## src/rtl/keypad_player.sv

```systemverilog
// Keypad emulator: buffers 4-bit key codes in a FIFO and plays them into a 4x4
// matrix interface, answering the scanner's active-low columns with active-low rows.
module keypad_player #(
  parameter int HOLD_CYCLES = 5,
  parameter int GAP_CYCLES  = 5,
  parameter int DEPTH       = 8
) (
  input  logic                     clk,
  input  logic                     reset,
  input  logic                     load_valid,
  input  logic [3:0]               load_key,
  output logic                     load_ready,
  input  logic                     start,
  input  logic                     abort,
  input  logic [3:0]               col,
  output logic [3:0]               row,
  output logic                     busy,
  output logic                     done,
  output logic [$clog2(DEPTH):0]   level,
  output logic [1:0]               dbg_state
);

  localparam int AW   = $clog2(DEPTH);
  localparam int LW   = AW + 1;
  localparam int MAXC = (HOLD_CYCLES > GAP_CYCLES) ? HOLD_CYCLES : GAP_CYCLES;
  localparam int CW   = $clog2(MAXC + 1);

  typedef enum logic [1:0] {
    S_IDLE  = 2'd0,
    S_PRESS = 2'd1,
    S_GAP   = 2'd2
  } state_t;

  // Load handshake: a key transfers on any edge where load_valid && load_ready
  // and abort is low; load_valid may be held or dropped freely while load_ready is low.
  state_t          r_state;
  state_t          w_next;
  logic [CW-1:0]   r_cnt;
  logic [AW-1:0]   r_wr_ptr;
  logic [AW-1:0]   r_rd_ptr;
  logic [LW-1:0]   r_level;
  logic [3:0]      r_mem [DEPTH];
  logic [3:0]      r_key;
  logic            r_done;
  logic            w_hold_end;
  logic            w_gap_end;
  logic            w_push;
  logic            w_pop;
  logic            w_last;

  assign w_hold_end = (r_cnt == CW'(HOLD_CYCLES - 1));
  assign w_gap_end  = (r_cnt == CW'(GAP_CYCLES - 1));
  assign w_push     = load_valid && load_ready && !abort;
  assign w_pop      = (r_state == S_GAP) && w_gap_end && !abort;
  assign w_last     = (r_level == LW'(1));

  always_ff @(posedge clk) begin
    if (!reset) r_state <= S_IDLE;
    else        r_state <= w_next;
  end

  always_comb begin
    w_next = r_state;
    if (abort) begin
      w_next = S_IDLE;
    end else begin
      unique case (r_state)
        S_IDLE:  if (start && (r_level != '0)) w_next = S_PRESS;
        S_PRESS: if (w_hold_end) w_next = S_GAP;
        S_GAP:   if (w_gap_end) w_next = w_last ? S_IDLE : S_PRESS;
        default: w_next = S_IDLE;
      endcase
    end
  end

  always_comb begin
    busy       = (r_state != S_IDLE);
    load_ready = (r_state == S_IDLE) && (r_level < LW'(DEPTH));
    done       = r_done;
    level      = r_level;
    dbg_state  = r_state;
    row        = 4'b1111;
    if ((r_state == S_PRESS) && !col[r_key[3:2]]) row = ~(4'b0001 << r_key[1:0]);
  end

  // Counter restarts on every state change so each phase counts from zero.
  always_ff @(posedge clk) begin
    if (!reset || (w_next != r_state)) r_cnt <= '0;
    else if (r_state != S_IDLE)        r_cnt <= r_cnt + CW'(1);
  end

  always_ff @(posedge clk) begin
    if (!reset) begin
      r_key <= 4'h0;
    end else if ((w_next == S_PRESS) && (r_state != S_PRESS)) begin
      r_key <= w_pop ? r_mem[r_rd_ptr + AW'(1)] : r_mem[r_rd_ptr];
    end
  end

  always_ff @(posedge clk) begin
    if (w_push) r_mem[r_wr_ptr] <= load_key;
  end

  // Pushes happen only in IDLE and pops only in GAP, so level never sees both at once.
  always_ff @(posedge clk) begin
    if (!reset || abort) begin
      r_wr_ptr <= '0;
      r_rd_ptr <= '0;
      r_level  <= '0;
    end else begin
      if (w_push) begin
        r_wr_ptr <= r_wr_ptr + AW'(1);
        r_level  <= r_level + LW'(1);
      end
      if (w_pop) begin
        r_rd_ptr <= r_rd_ptr + AW'(1);
        r_level  <= r_level - LW'(1);
      end
    end
  end

  always_ff @(posedge clk) begin
    if (!reset) r_done <= 1'b0;
    else        r_done <= w_pop && w_last;
  end

endmodule

```

## config.mk

```make
export PLATFORM = sky130hd
export DESIGN_NAME = keypad_player
export DESIGN_NICKNAME = d
export VERILOG_FILES = /design/src/rtl/keypad_player.sv
export SDC_FILE = /design/constraint.sdc
export NUM_CORES = 1
export LEC_CHECK = 0
export ABC_CLOCK_PERIOD_IN_PS = 2980
export CORE_MARGIN = 2
export CORE_UTILIZATION = 25
export DETAILED_ROUTE_END_ITERATION = 10
export GPL_TIMING_DRIVEN = 0
export PLACE_DENSITY_LB_ADDON = 0.05
export SYNTH_ARGS = -nofsm -noshare
export SYNTH_HDL_FRONTEND = slang
export SYNTH_SLANG_ARGS = --single-unit
export TNS_END_PERCENT = 100
```

## constraint.sdc

```tcl
create_clock -name clk -period 2.98 [get_ports clk]
set_input_delay 0.596 -clock clk [delete_from_list [all_inputs] [get_ports clk]]
set_output_delay 0.596 -clock clk [all_outputs]
set_load 0.05 [all_outputs]
```

After elaboration in Yosys (flattened, before gate mapping)

Memory sizes are Yosys's and may differ from the RTL's. A register that Yosys moved wholly into a read port is not among the register bits.
Cells that the tools add are included.

Register bits after elaboration: 20
Memory bits (writable): 32
Bits of input ports: 13
Output and inout bits: 13
Logic and storage cells: 58
Memories kept: 1

Add/subtract/negate cells: 5
$lt $le $gt $ge: 2
Equality and inequality tests: 7
Shifts and indexed selects: 1
Mux-type cells: 16
Bitwise gates (word level): 1
Reductions and logical operators: 18

Memory list:

| name  | words | width | read ports | clocked after Yosys merged registers in | write ports | line | source |
|---|---|---|---|---|---|---|---|
| r_mem | 8     | 4     | 2          | 1                                       | 1           | 42   | `logic [3:0] r_mem [DEPTH];` |

Operators by type and width:

| kind                | count |
|---|---|
| $mux 4              | 4 |
| $add 3x1->3 const B | 3 |
| $logic_and 1x1->1   | 9 |
| $mux 2              | 4 |
| $mux 3              | 2 |
| $pmux 2 s3          | 1 |
| $add 4x1->4 const B | 1 |
| $eq 2x1->1 const B  | 2 |
| $eq 4x1->1 const B  | 1 |
| $lt 4x4->1 const B  | 1 |
| $mux 1              | 4 |
| $not 4->4           | 1 |
| $reduce_bool 2->1   | 2 |
| $reduce_bool 4->1   | 1 |
| $shl 1x2->4 const A | 1 |
| $sub 4x1->4 const B | 1 |
| $eq 3x3->1 const B  | 1 |
| $logic_not 1->1     | 3 |
| $lt 2x3->1 const B  | 1 |
| $bmux 1 s2          | 1 |
| $eq 2x2->1 const B  | 1 |
| $logic_not 2->1     | 1 |
| $logic_or 1x1->1    | 2 |
| $ne 2x1->1 const B  | 1 |
| $ne 2x2->1          | 1 |

Longest topological paths before layout

Gate-level depths: netlist of the first run.

Depth in word-level cells: 7
Mapped depth: 7
Mapped depth without buffers: 6

Least setup slack after synthesis of the first run

Ideal clock, no wire load.

Kind: reg-to-output
Start: register r_state[1], in the netlist dbg_state[1]
End: output load_ready
Arrival: 1978 ps
Required time: 2384 ps
Setup slack: 406 ps
Cell stages (with the launch flop): 3
Path buffers: 1
Path through: dfxtp_1 bufbuf_16 nor3_1

Cells in the longest elaborated chain, start to end: 2

RTL lines:

| element                | line | source |
|---|---|---|
| start, declared        | 36   | `state_t r_state;` |
| start signal, assigned | 59   | `else r_state <= w_next;` |
| $logic_not 2->1        | 78   | `load_ready = (r_state == S_IDLE) && (r_level < LW'(DEPTH));` |
| $logic_and 1x1->1      | 78   |  |
| end, declared          | 12   | `output logic load_ready,` |

Every way passes these cells.

Final worst setup path of the first run

Start: input col[3]
End: output row[0]

Cells in the longest elaborated chain, start to end: 5

RTL lines:

| element                      | line | source |
|---|---|---|
| start, declared              | 15   | `input logic [3:0] col,` |
| $bmux 1 s2                   | 83   | `if ((r_state == S_PRESS) && !col[r_key[3:2]]) row = ~(4'b0001 << r_key[1:0]);` |
| $mux 1 (implied by the code) | 83   |  |
| $logic_not 1->1              | 83   |  |
| $logic_and 1x1->1            | 83   |  |
| $mux 4                       | 83   |  |
| end, declared                | 16   | `output logic [3:0] row,` |

Every way passes these cells. The select of a mux whose other input is x is not followed.

==> summary.md, run 1 <==
| Metric | Value |
|---|---|
| Non-Filler Instances | `397` |
| Antenna viol nets, final | `0` |
| Vias in the first global route | `1817` |
| Count leader, synth | `edfxtp_1` |
| Setup crit start kind | `input pin` |
| Buf+Inv Stages, Crit Path | `2` |
| DRC Markers | `0` |
| Die extent in y | `109 um` |
| Clock latency on the worst-skew pair | `300 ps` |
| Async SR Flop Fraction | `0%` |
| IO Port Bufs | `25` |
| Drt wl/cell | `16.8 um` |
| Hold Vio Cnt, Final | `0` |
| Vias per cell | `4.58` |
| PD cells | `422 nW/um2` |
| Yosys top cell area share | `35.2%` |
| Io pins | `26` |
| Max cap viols | `0` |
| Peak Freq | `349 MHz` |
| Share of layout cells above drive strength 1 | `14.0%` |
| CTS Hold Bufs | `0` |
| Final total power | `0.00138 W` |
| Area growth syn-to-layout | `19.3%` |
| CP delay by family, top | `buffers and inverters` |
| Clock sink count | `55` |
| CTS max path bufs | `2` |
| Final min period | `2860 ps` |
| Critical Path RT | `2380 ps` |
| RSZ-0062 raised after global routing | `false` |
| Worst slew pin tran | `910 ps` |
| Worst setup EP type | `output pin` |
| CTS root buf | `clkbuf_8` |
| GRT Overall Usage | `11.9%` |
| FF+latch count, synth | `55` |
| Seq/Total Area, Yosys | `52.0%` |
| Die Area | `11800 um2` |
| Placed Instances | `390` |
| Synthesized area per cell | `12.1 um2` |
| Yosys Warn Count | `0` |
| Gr ovfl total | `0` |
| Dominant cell type by area after synthesis | `edfxtp_1` |
| First-pass GRT wire length | `10300 um` |
| Antenna violations before repair | `0` |
| Cell Rows | `38` |
| Critical setup path kind | `in2out` |
| Slew HR | `38.8%` |
| Yosys cell types | `42` |
| Antenna Cells | `0` |
| Pleak | `1.04 nW` |
| Fin nets | `277` |
| First-pass DRT Iterations | `4` |
| Peak VDD IR | `0.226 mV` |
| Tcrit/Tclk final | `96.0%` |
| Detailed Route WL | `6670 um` |
| Clk slew on worst S/H paths | `100 ps` |
| Outcome | `finished clean` |
| Commonest cells in the netlist | `edfxtp_1 (32), dfxtp_1 (23), nand2_1 (18)` |
| Final setup vio count | `0` |
| Maximum number of pins on one net before global-route repair | `17` |
| Area contributors post-synth | `edfxtp_1 (35%), dfxtp_1 (17%), mux4_2 (7.4%)` |
| CTS Buf Count | `5` |
| Vias | `1819` |
| Post-CTS setup buffers | `0` |
| Post-Syn Area | `2730 um2` |
| Post-DP HPWL | `5030 um` |
| Die X | `109 um` |
| Slowest stage cell, crit path | `mux4_2` |
| Placer Congestion | `0.744` |
| Worst Path Max Fanout | `3` |
| Initial core utilization | `25.4%` |
| Placed cell area | `3160 um2` |
| Final instance area | `3260 um2` |
| Initial drt markers | `59` |
| Hold Crit Class | `reg2reg` |
| Post-synth EDFFs | `32` |
| Final Max Tran Viols | `0` |
| Ys flop type | `edfxtp_1` |
| Setup Skew | `5.48 ps` |
| Crit-path cells | `clkdlybuf4s50_1 > mux4_2 > nor2b_2 > nor2b_1 > nand2b_1 > clkdlybuf4s15_2` |
| Syn_nets | `245` |
| Crit path largest cell delay | `480 ps` |
| Mapped Cells | `225` |
| Worst EP arrival | `2270 ps` |
| Number of H-tree levels | `2` |
| CTS tree | `built` |
| Core area | `10700 um2` |
-- kinds of logic (layout without fill, tap and decap cells) --
group / after synthesis / in the layout / share of synthesized area, %
muxes: 31 / 31 / 15.7
buffers and inverters: 16 / 48 / 3.85
DFF: 55 / 55 / 52.0
adders and majority gates: 7 / 7 / 3.20
AOI/OAI and AO/OA: 29 / 29 / 7.42
xor gates and xnor gates: 6 / 6 / 1.92
and+or+nand+nor: 81 / 81 / 15.9
-- flip-flops by register name (all words and copies together), names as in the netlist, named ones only --
register / count
r_key: 4
r_mem: 32
dbg_state: 2
r_cnt: 3
done: 1
level: 4
r_rd_ptr: 3
r_wr_ptr: 3
-- path summary, 6_finish.rpt --
| path | from | endpoint | slack [ps] | depth (start not counted) |
|---|---|---|---|---|
| worst max-delay path | col[3] | row[0] | 120 | 6 |
| worst max register to register | dbg_state[1] | r_mem[4][2] | 610 | 5 |
| worst min register to register | r_rd_ptr[1] | r_rd_ptr[1] | 510 | 2 |
| worst min-delay path | r_rd_ptr[1] | r_rd_ptr[1] | 510 | 2 |
-- stage by stage --
| stage | setup TNS, ps | setup slack (ps) | hold WS [ps] | utilization, % |
|---|---|---|---|---|
| final | 0 | 118 | 506 | 30.3 |
| after global routing | 0 | 20.2 | 515 | 30.3 |
| after CTS | -49.2 | -49.2 | 503 | 30.4 |
| after detailed placement | -2060 | -326 | 482 | 29.4 |
| after global placement | -2340 | -300 | 480 | 29.4 |
| after floorplan | 0 | 406 | 454 | - |
-- cells in the final DEF (no fill, tap or decap), types with 3 or more instances in the layout --
master	count
a21oi_1	9
a22oi_1	8
a311oi_1	5
buf_2	3
clkbuf_8	5
clkdlybuf4s50_1	21
dfxtp_1	23
edfxtp_1	32
ha_1	7
inv_1	7
mux2_2	5
mux2i_1	17
mux4_2	9
nand2_1	18
nand2b_1	3
nand3_1	13
nor2_1	14
nor2b_1	4
nor3_1	12
xor2_1	4
-- worst register-to-register path: stages (launching register included) --
cell,delay (ps)
dfxtp_1,320
bufbuf_16,270
nor4_4,360
and2_1,230
nand2_1,110
nor3_1,720
-- metal layers --
layer  track usage, %  part of all wire (%)  routed length (um)  up-vias
met1             15.8                    47                3120      870
met4             2.20                  0.60                  40        0
met3             2.23                   3.9                 262        4
met5                0                     0                   0        -
met2             20.4                    49                3240       37
li1                 -                     -                   -      908
-- final cells by class --
class                           count  area [um2]
Clock buffer                        5        68.8
Tap cell                          140         175
Timing Repair Buffer               25         244
Clock inverter                      2        37.5
Sequential cell                    55        1420
Inverter                            7        26.3
Multi-Input combinational cell    154        1210
Buffer                              9        78.8
Fill cell                        1144        7480
-- repair_timing --
action | 4_1_cts | 5_1_grt
resized for setup | 6 | 3
endpoints found under the hold margin | 0 | 0
endpoints found under the setup margin | 4 | 2
-- power breakdown --
group          switching [W]  internal [W]
Combinational      0.0000394     0.0000322
Clock               0.000244      0.000246
Sequential        0.00000527      0.000808
Power figures use the tool's default switching activity.
==> run 2, diff against run 1 <==
--- a/config.mk
+++ b/config.mk
@@ -6,8 +6,12 @@
 export NUM_CORES = 1
 export LEC_CHECK = 0
 export ABC_CLOCK_PERIOD_IN_PS = 2980
+export CELL_PAD_IN_SITES_DETAIL_PLACEMENT = 0
+export CELL_PAD_IN_SITES_GLOBAL_PLACEMENT = 1
+export CORE_ASPECT_RATIO = 1.4
 export CORE_MARGIN = 2
 export CORE_UTILIZATION = 25
+export CTS_CLUSTER_SIZE = 8
 export DETAILED_ROUTE_END_ITERATION = 10
 export GPL_TIMING_DRIVEN = 0
 export PLACE_DENSITY_LB_ADDON = 0.05
==> run 2 against run 1 <==
Non-clock buffer count is the same. Clock power grew 54%. Combinational power grew 1%. Clock skew is essentially flat. Worst hold slack lost 21 ps. Total power grew 19%. Sequential power is essentially flat. Die area is essentially flat. Flip-flop and latch count is the same. First-iteration DRC count shrank 5.1%. Register-to-register slack gained 80 ps.
==> summary.md, run 2 (same netlist as run 1, synthesis figures left out) <==
| Metric | Value |
|---|---|
| Final core utilization | `31.1% (+0.78 points)` |
| Max cap viols | `0 (unchanged)` |
| Antenna Cells | `0 (unchanged)` |
| Peak Freq | `353 MHz (+0.91%)` |
| Largest register by flop count | `r_mem` |
| Die extent in y | `128 um (+18%)` |
| Area growth syn-to-layout | `22.5%` |
| Fin nets | `277 (unchanged)` |
| Pint | `0.00132 W (+22%)` |
| RSZ-0062 raised after global routing | `false` |
| Io pins | `26 (unchanged)` |
| Number of H-tree levels | `2 (unchanged)` |
| Critical setup path kind | `reg2out` |
| Number of flip-flops in the largest register | `32 (unchanged)` |
| IO Port Bufs | `25 (unchanged)` |
| First-pass DRT Iterations | `4 (unchanged)` |
| Most common cell after layout, fill and taps aside | `edfxtp_1` |
| Combinational share of power | `4.4% (-0.8 points)` |
| Detailed Route WL | `7040 um (+5.6%)` |
| Final setup vio count | `0 (unchanged)` |
| RR Startpoint | `dbg_state[1]` |
| Hold Crit Class | `reg2reg` |
| Slew HR | `48.7% (+9.9 points)` |
| Final min period | `2840 ps (-25.9 ps)` |
| First-pass GRT wire length | `11100 um (+7.3%)` |
| Vias per cell | `4.63 (+1.0%)` |
| Vias in the first global route | `1939 (+6.7%)` |
| Initial core utilization | `25.4% (about the same)` |
| Switching Power | `0.000320 W (+11%)` |
| Antenna violations before repair | `0 (unchanged)` |
| Post-DP HPWL | `5300 um (+5.5%)` |
| Clk pwr share | `46.1% (+10 points)` |
| Reg2Reg Depth | `4 (-1)` |
| Clock sink count | `55 (unchanged)` |
| Seq pwr share | `49.5% (-9.7 points)` |
| Sw frac | `19.5% (-1.5 points)` |
| Share of layout cells above drive strength 1 | `14.3% (+0.33 points)` |
| Crit path largest cell delay | `900 ps (+420 ps)` |
| Peak VDD IR | `0.195 mV (-14%)` |
| Die Area | `11800 um2 (about the same)` |
| Gr ovfl total | `0 (unchanged)` |
| CTS max path bufs | `2 (unchanged)` |
| Post-CTS setup buffers | `0 (unchanged)` |
| Final Max Tran Viols | `0 (unchanged)` |
| Worst Path Max Fanout | `9 (+6)` |
| DRC Markers | `0 (unchanged)` |
| CTS tree | `built` |
| Core area | `10800 um2 (about the same)` |
| Pleak | `1.09 nW (+4.2%)` |
| Worst EP arrival | `2240 ps (-30 ps)` |
| GRT Overall Usage | `12.9% (+0.94 points)` |
| Worst setup EP type | `output pin` |
| Antenna viol nets, final | `0 (unchanged)` |
| Setup crit start kind | `flip-flop` |
| Vias | `1847 (+1.5%)` |
| Final total power | `0.00164 W (+19%)` |
| Commonest non-fill, non-tap cells in the layout | `edfxtp_1 (32), dfxtp_1 (23), clkdlybuf4s50_1 (21), nand2_1 (18), mux2i_1 (17)` |
| CTS Buf Count | `5 (unchanged)` |
| Cell Rows | `45 (+18%)` |
| Tcrit/Tclk final | `95.2% (-0.87 points)` |
| Crit-path cells | `bufbuf_16 > nor3_1 > clkdlybuf4s50_1` |
| Hold Vio Cnt, Final | `0 (unchanged)` |
| Crit Reg-Reg Endpoint | `r_mem[2][0]` |
| Drt wl/cell | `17.6 um (+5.1%)` |
| PD cells | `491 nW/um2 (+16%)` |
| Layout fillers | `1095 (-4.3%)` |
| Setup Skew | `5.93 ps (+0.447 ps)` |
| Maximum number of pins on one net before global-route repair | `17 (unchanged)` |
| Initial drt markers | `56 (-5.1%)` |
| Hold path cells | `2 (unchanged)` |
| Clock latency on the worst-skew pair | `290 ps (about the same)` |
| Critical Path RT | `2380 ps (about the same)` |
| Clk slew on worst S/H paths | `70 ps (-30 ps)` |
| Die X | `92.4 um (-15%)` |
| Outcome | `finished clean` |
| Placer Congestion | `0.732 (-1.6%)` |
| Slowest stage cell, crit path | `clkdlybuf4s50_1` |
| Reg2Reg Setup Slack | `690 ps (+80 ps)` |
| Worst slew pin tran | `763 ps (-147 ps)` |
| Setup TNS | `0 ps (unchanged)` |
| CTS root buf | `clkbuf_16` |
| Min-delay src | `r_rd_ptr[1]` |
## run 2: cell types whose count changed in the layout (fill, tap and decap cells not counted), sizes merged
cell / change
bufinv: +1
clkbuf: +2
clkdlybuf4s15: -1
clkinvlp: -1
## run 2: repair_timing
item	CTS	global route
hold buffers	0	0
resized for setup	5	5
setup endpoints to repair	8	6
## run 2: area by class of cell
cell class,instances,area [um2],area share [%]
buffer,9,78.8,2.36
clock inverter,2,60.1,1.79
timing repair buffer,25,238,7.10
multi-input combinational,154,1220,36.4
tap,141,176,5.27
sequential,55,1420,42.5
clock buffer,6,129,3.85
inverter,7,26.3,0.785
## run 2: worst max-delay path by stage
stage	slack, ps	depth (start not counted)	endpoint	startpoint
after global routing	70	6	row[1]	col[3]
after detailed placement	-320	4	r_mem[0][1]	abort
after floorplan	410	2	load_ready	dbg_state[1]
after global placement	-350	4	r_mem[0][1]	abort
final	140	3	load_ready	dbg_state[1]
after CTS	3	6	row[1]	col[3]
## run 2: metal layers
metal  share of wire [%]  vias up  GRT usage, %
met1                  40      910          14.1
met3                 1.9        6          2.12
met2                  57       21          24.7
met4                 1.5        0          4.21
li1                    -      910             -
met5                   0        -             0
## run 2: metrics by stage
| step | hold WS, ps | setup slack (ps) | cells | cell area (um2) |
|---|---|---|---|---|
| after CTS | 494 | 3.39 | 399 | 3350 |
| after floorplan | 454 | 406 | 225 | 2730 |
| final | 485 | 144 | 399 | 3350 |
| after global routing | 516 | 73.8 | 399 | 3350 |
| after global placement | 484 | -355 | 391 | 3160 |
| after detailed placement | 483 | -317 | 391 | 3160 |
## run 2: power groups by stage
stage | logic, W | clock network, W | registers (W)
after global routing | 0.0000803 | 0.000810 | 0.000815
final | 0.0000723 | 0.000757 | 0.000814
after CTS | 0.0000749 | 0.000780 | 0.000814
after floorplan | 0.0000325 | 0 | 0.000832
after detailed placement | 0.0000742 | 0 | 0.000831
after global placement | 0.0000738 | 0 | 0.000831
## run 2: critical path, delay by kind of cell, from the launching register on
| kind | cells | cell delay, ps |
|---|---|---|
| simple gates | 1 | 450 |
| flops | 1 | 320 |
| buf+inv | 2 | 1170 |
==> run 3, diff against run 2 <==
--- a/config.mk
+++ b/config.mk
@@ -14,7 +14,8 @@
 export CTS_CLUSTER_SIZE = 8
 export DETAILED_ROUTE_END_ITERATION = 10
 export GPL_TIMING_DRIVEN = 0
-export PLACE_DENSITY_LB_ADDON = 0.05
+export PLACE_DENSITY = 0.47
+export SLEW_MARGIN = 40
 export SYNTH_ARGS = -nofsm -noshare
 export SYNTH_HDL_FRONTEND = slang
 export SYNTH_SLANG_ARGS = --single-unit
==> run 3 against run 2 <==
Worst hold slack gained 18 ps. Critical path depth up 3. Flip-flop and latch count is the same. Non-clock buffer count unchanged. Clock-buffer cell count down 1. Routed wire length decreased by 7.0%. Sequential power about the same. Clock power down 17%. Critical path type is now in2out. Largest cell class unchanged. Largest power group unchanged.
==> summary.md, run 3 (same netlist as run 1, synthesis figures left out) <==
| Metric | Value |
|---|---|
| Number of flip-flops in the largest register | `32 (unchanged)` |
| Clock latency on the worst-skew pair | `300 ps (about the same)` |
| Commonest non-fill, non-tap cells in the layout | `edfxtp_1 (32), dfxtp_1 (23), clkdlybuf4s50_1 (21), nand2_1 (18), mux2i_1 (17)` |
| Antenna viol nets, final | `0 (unchanged)` |
| CTS Buf Count | `5 (unchanged)` |
| IO Port Bufs | `25 (unchanged)` |
| Antenna Cells | `0 (unchanged)` |
| Worst setup EP type | `output pin` |
| Worst EP arrival | `2280 ps (+40 ps)` |
| CTS root buf | `clkbuf_16` |
| Reg2Reg Setup Slack | `820 ps (+130 ps)` |
| Initial drt markers | `48 (-14%)` |
| Final Max Tran Viols | `0 (unchanged)` |
| Core area | `10800 um2 (unchanged)` |
| Critical setup path kind | `in2out` |
| Io pins | `26 (unchanged)` |
| Clock sink count | `55 (unchanged)` |
| Vias in the first global route | `1879 (-3.1%)` |
| Vias per cell | `4.50 (-2.9%)` |
| CTS tree | `built` |
| Crit path launch | `col[3]` |
| Setup Skew | `6.92 ps (+0.991 ps)` |
| First-pass DRT Iterations | `4 (unchanged)` |
| Hold path cells | `2 (unchanged)` |
| Max cap viols | `0 (unchanged)` |
| Setup TNS | `0 ps (unchanged)` |
| Number of H-tree levels | `2 (unchanged)` |
| Largest register by flop count | `r_mem` |
| Die X | `92.4 um (unchanged)` |
| Pleak | `1.08 nW (-1.1%)` |
| Reg2Reg Depth | `4 (unchanged)` |
| RR Startpoint | `dbg_state[1]` |
| Worst Path Max Fanout | `3 (-6)` |
| Peak Freq | `348 MHz (-1.4%)` |
| Most common cell after layout, fill and taps aside | `edfxtp_1` |
| Post-DP HPWL | `5100 um (-3.9%)` |
| Final min period | `2880 ps (+41.2 ps)` |
| Detailed Route WL | `6550 um (-7.0%)` |
| Crit-path cells | `clkdlybuf4s50_1 > mux4_2 > nor2b_1 > nor2b_1 > nand2_1 > clkdlybuf4s15_2` |
| GRT Overall Usage | `11.8% (-1.1 points)` |
| CP delay by family, top | `buffers and inverters` |
| Share of layout cells above drive strength 1 | `14.7% (+0.39 points)` |
| Peak VDD IR | `0.199 mV (+2.0%)` |
| Outcome | `finished clean` |
| Antenna violations before repair | `0 (unchanged)` |
| Gr ovfl total | `0 (unchanged)` |
| Fin nets | `277 (unchanged)` |
| Slowest stage cell, crit path | `mux4_2` |
| Vias | `1794 (-2.9%)` |
| Slew HR | `55.6% (+6.9 points)` |
| PD cells | `455 nW/um2 (-7.3%)` |
| Drt wl/cell | `16.4 um (-7.0%)` |
| Min-delay src | `r_rd_ptr[1]` |
| Initial core utilization | `25.4% (unchanged)` |
| First-pass GRT wire length | `10400 um (-6.3%)` |
| Die Area | `11800 um2 (unchanged)` |
| Hold Crit Class | `reg2reg` |
| Cell Rows | `45 (unchanged)` |
| Worst slew pin tran | `660 ps (-103 ps)` |
| Clk slew on worst S/H paths | `70 ps (about the same)` |
| CTS Hold Bufs | `0 (unchanged)` |
| Setup crit start kind | `input pin` |
| Crit path largest cell delay | `460 ps (-440 ps)` |
| Area growth syn-to-layout | `21.4%` |
| CTS max path bufs | `2 (unchanged)` |
| DRC Markers | `0 (unchanged)` |
| Crit Reg-Reg Endpoint | `r_mem[3][3]` |
| Post-CTS setup buffers | `0 (unchanged)` |
| Placer Congestion | `0.697 (-4.8%)` |
| Maximum number of pins on one net before global-route repair | `21 (+4)` |
| Die extent in y | `128 um (unchanged)` |
| CP dominant cell by count | `nor2b_1` |
| Tcrit/Tclk final | `96.6% (+1.4 points)` |
| Final setup vio count | `0 (unchanged)` |
| Critical Path RT | `2380 ps (about the same)` |
| Final core utilization | `30.9% (-0.27 points)` |
| Buf+Inv Stages, Crit Path | `2 (unchanged)` |
| Hold Vio Cnt, Final | `0 (unchanged)` |
| RSZ-0062 raised after global routing | `false` |
run 3: cell types whose count changed in the layout (fill, tap and decap cells not counted):
cell,delta
clkdlybuf4s15_2,+1
clkbuf_1,-1
inv_6,+2
clkbuf_2,-1
bufinv_16,-2
inv_8,+1
run 3: how the worst max path moves through the flow:
stage / endpoint / slack [ps] / depth (start not counted)
after global placement: row[1] / -280 / 6
after global routing: row[1] / 10 / 6
after detailed placement: row[0] / -280 / 6
after CTS: row[0] / -3 / 6
final: row[1] / 100 / 6
after floorplan: load_ready / 410 / 2
run 3: metal layers:
metal,wire length [um],track usage (%)
met1,2610,12.9
met4,118,4.48
met2,3680,22.3
met3,142,2.23
met5,0,0
run 3: cell type report:
cell class / instances / area, um2
Fill cell: 1097 / 7440
Sequential cell: 55 / 1420
Multi-Input combinational cell: 154 / 1220
Timing Repair Buffer: 25 / 244
Tap cell: 141 / 176
Clock buffer: 5 / 125
Buffer: 9 / 78.8
Clock inverter: 3 / 28.8
Inverter: 7 / 26.3
run 3: timing repair:
action	CTS	global route
setup endpoints to repair	4	1
hold endpoints to repair	0	0
resized for setup	6	2
run 3: power breakdown:
group / switching (W) / total (W) / internal [W]
logic: 0.0000393 / 0.0000717 / 0.0000324
registers: 0.00000519 / 0.000813 / 0.000808
clock network: 0.000300 / 0.000625 / 0.000325
run 3: per-stage QoR:
stage	instances	hold slack, ps	power (W)	instance area (um2)	setup slack [ps]
finish	399	503	0.00151	3320	102
global route	399	550	0.00157	3320	12.1
CTS	399	505	0.00154	3320	-3.39
detailed placement	391	494	0.000905	3170	-280
global placement	391	481	0.000904	3160	-282
floorplan	225	454	0.000865	2730	406
run 3: tightest hold or removal path: stages (launching register included):
cell and delay (ps):
dfxtp_1 320, nand2_1 60, a21oi_1 70
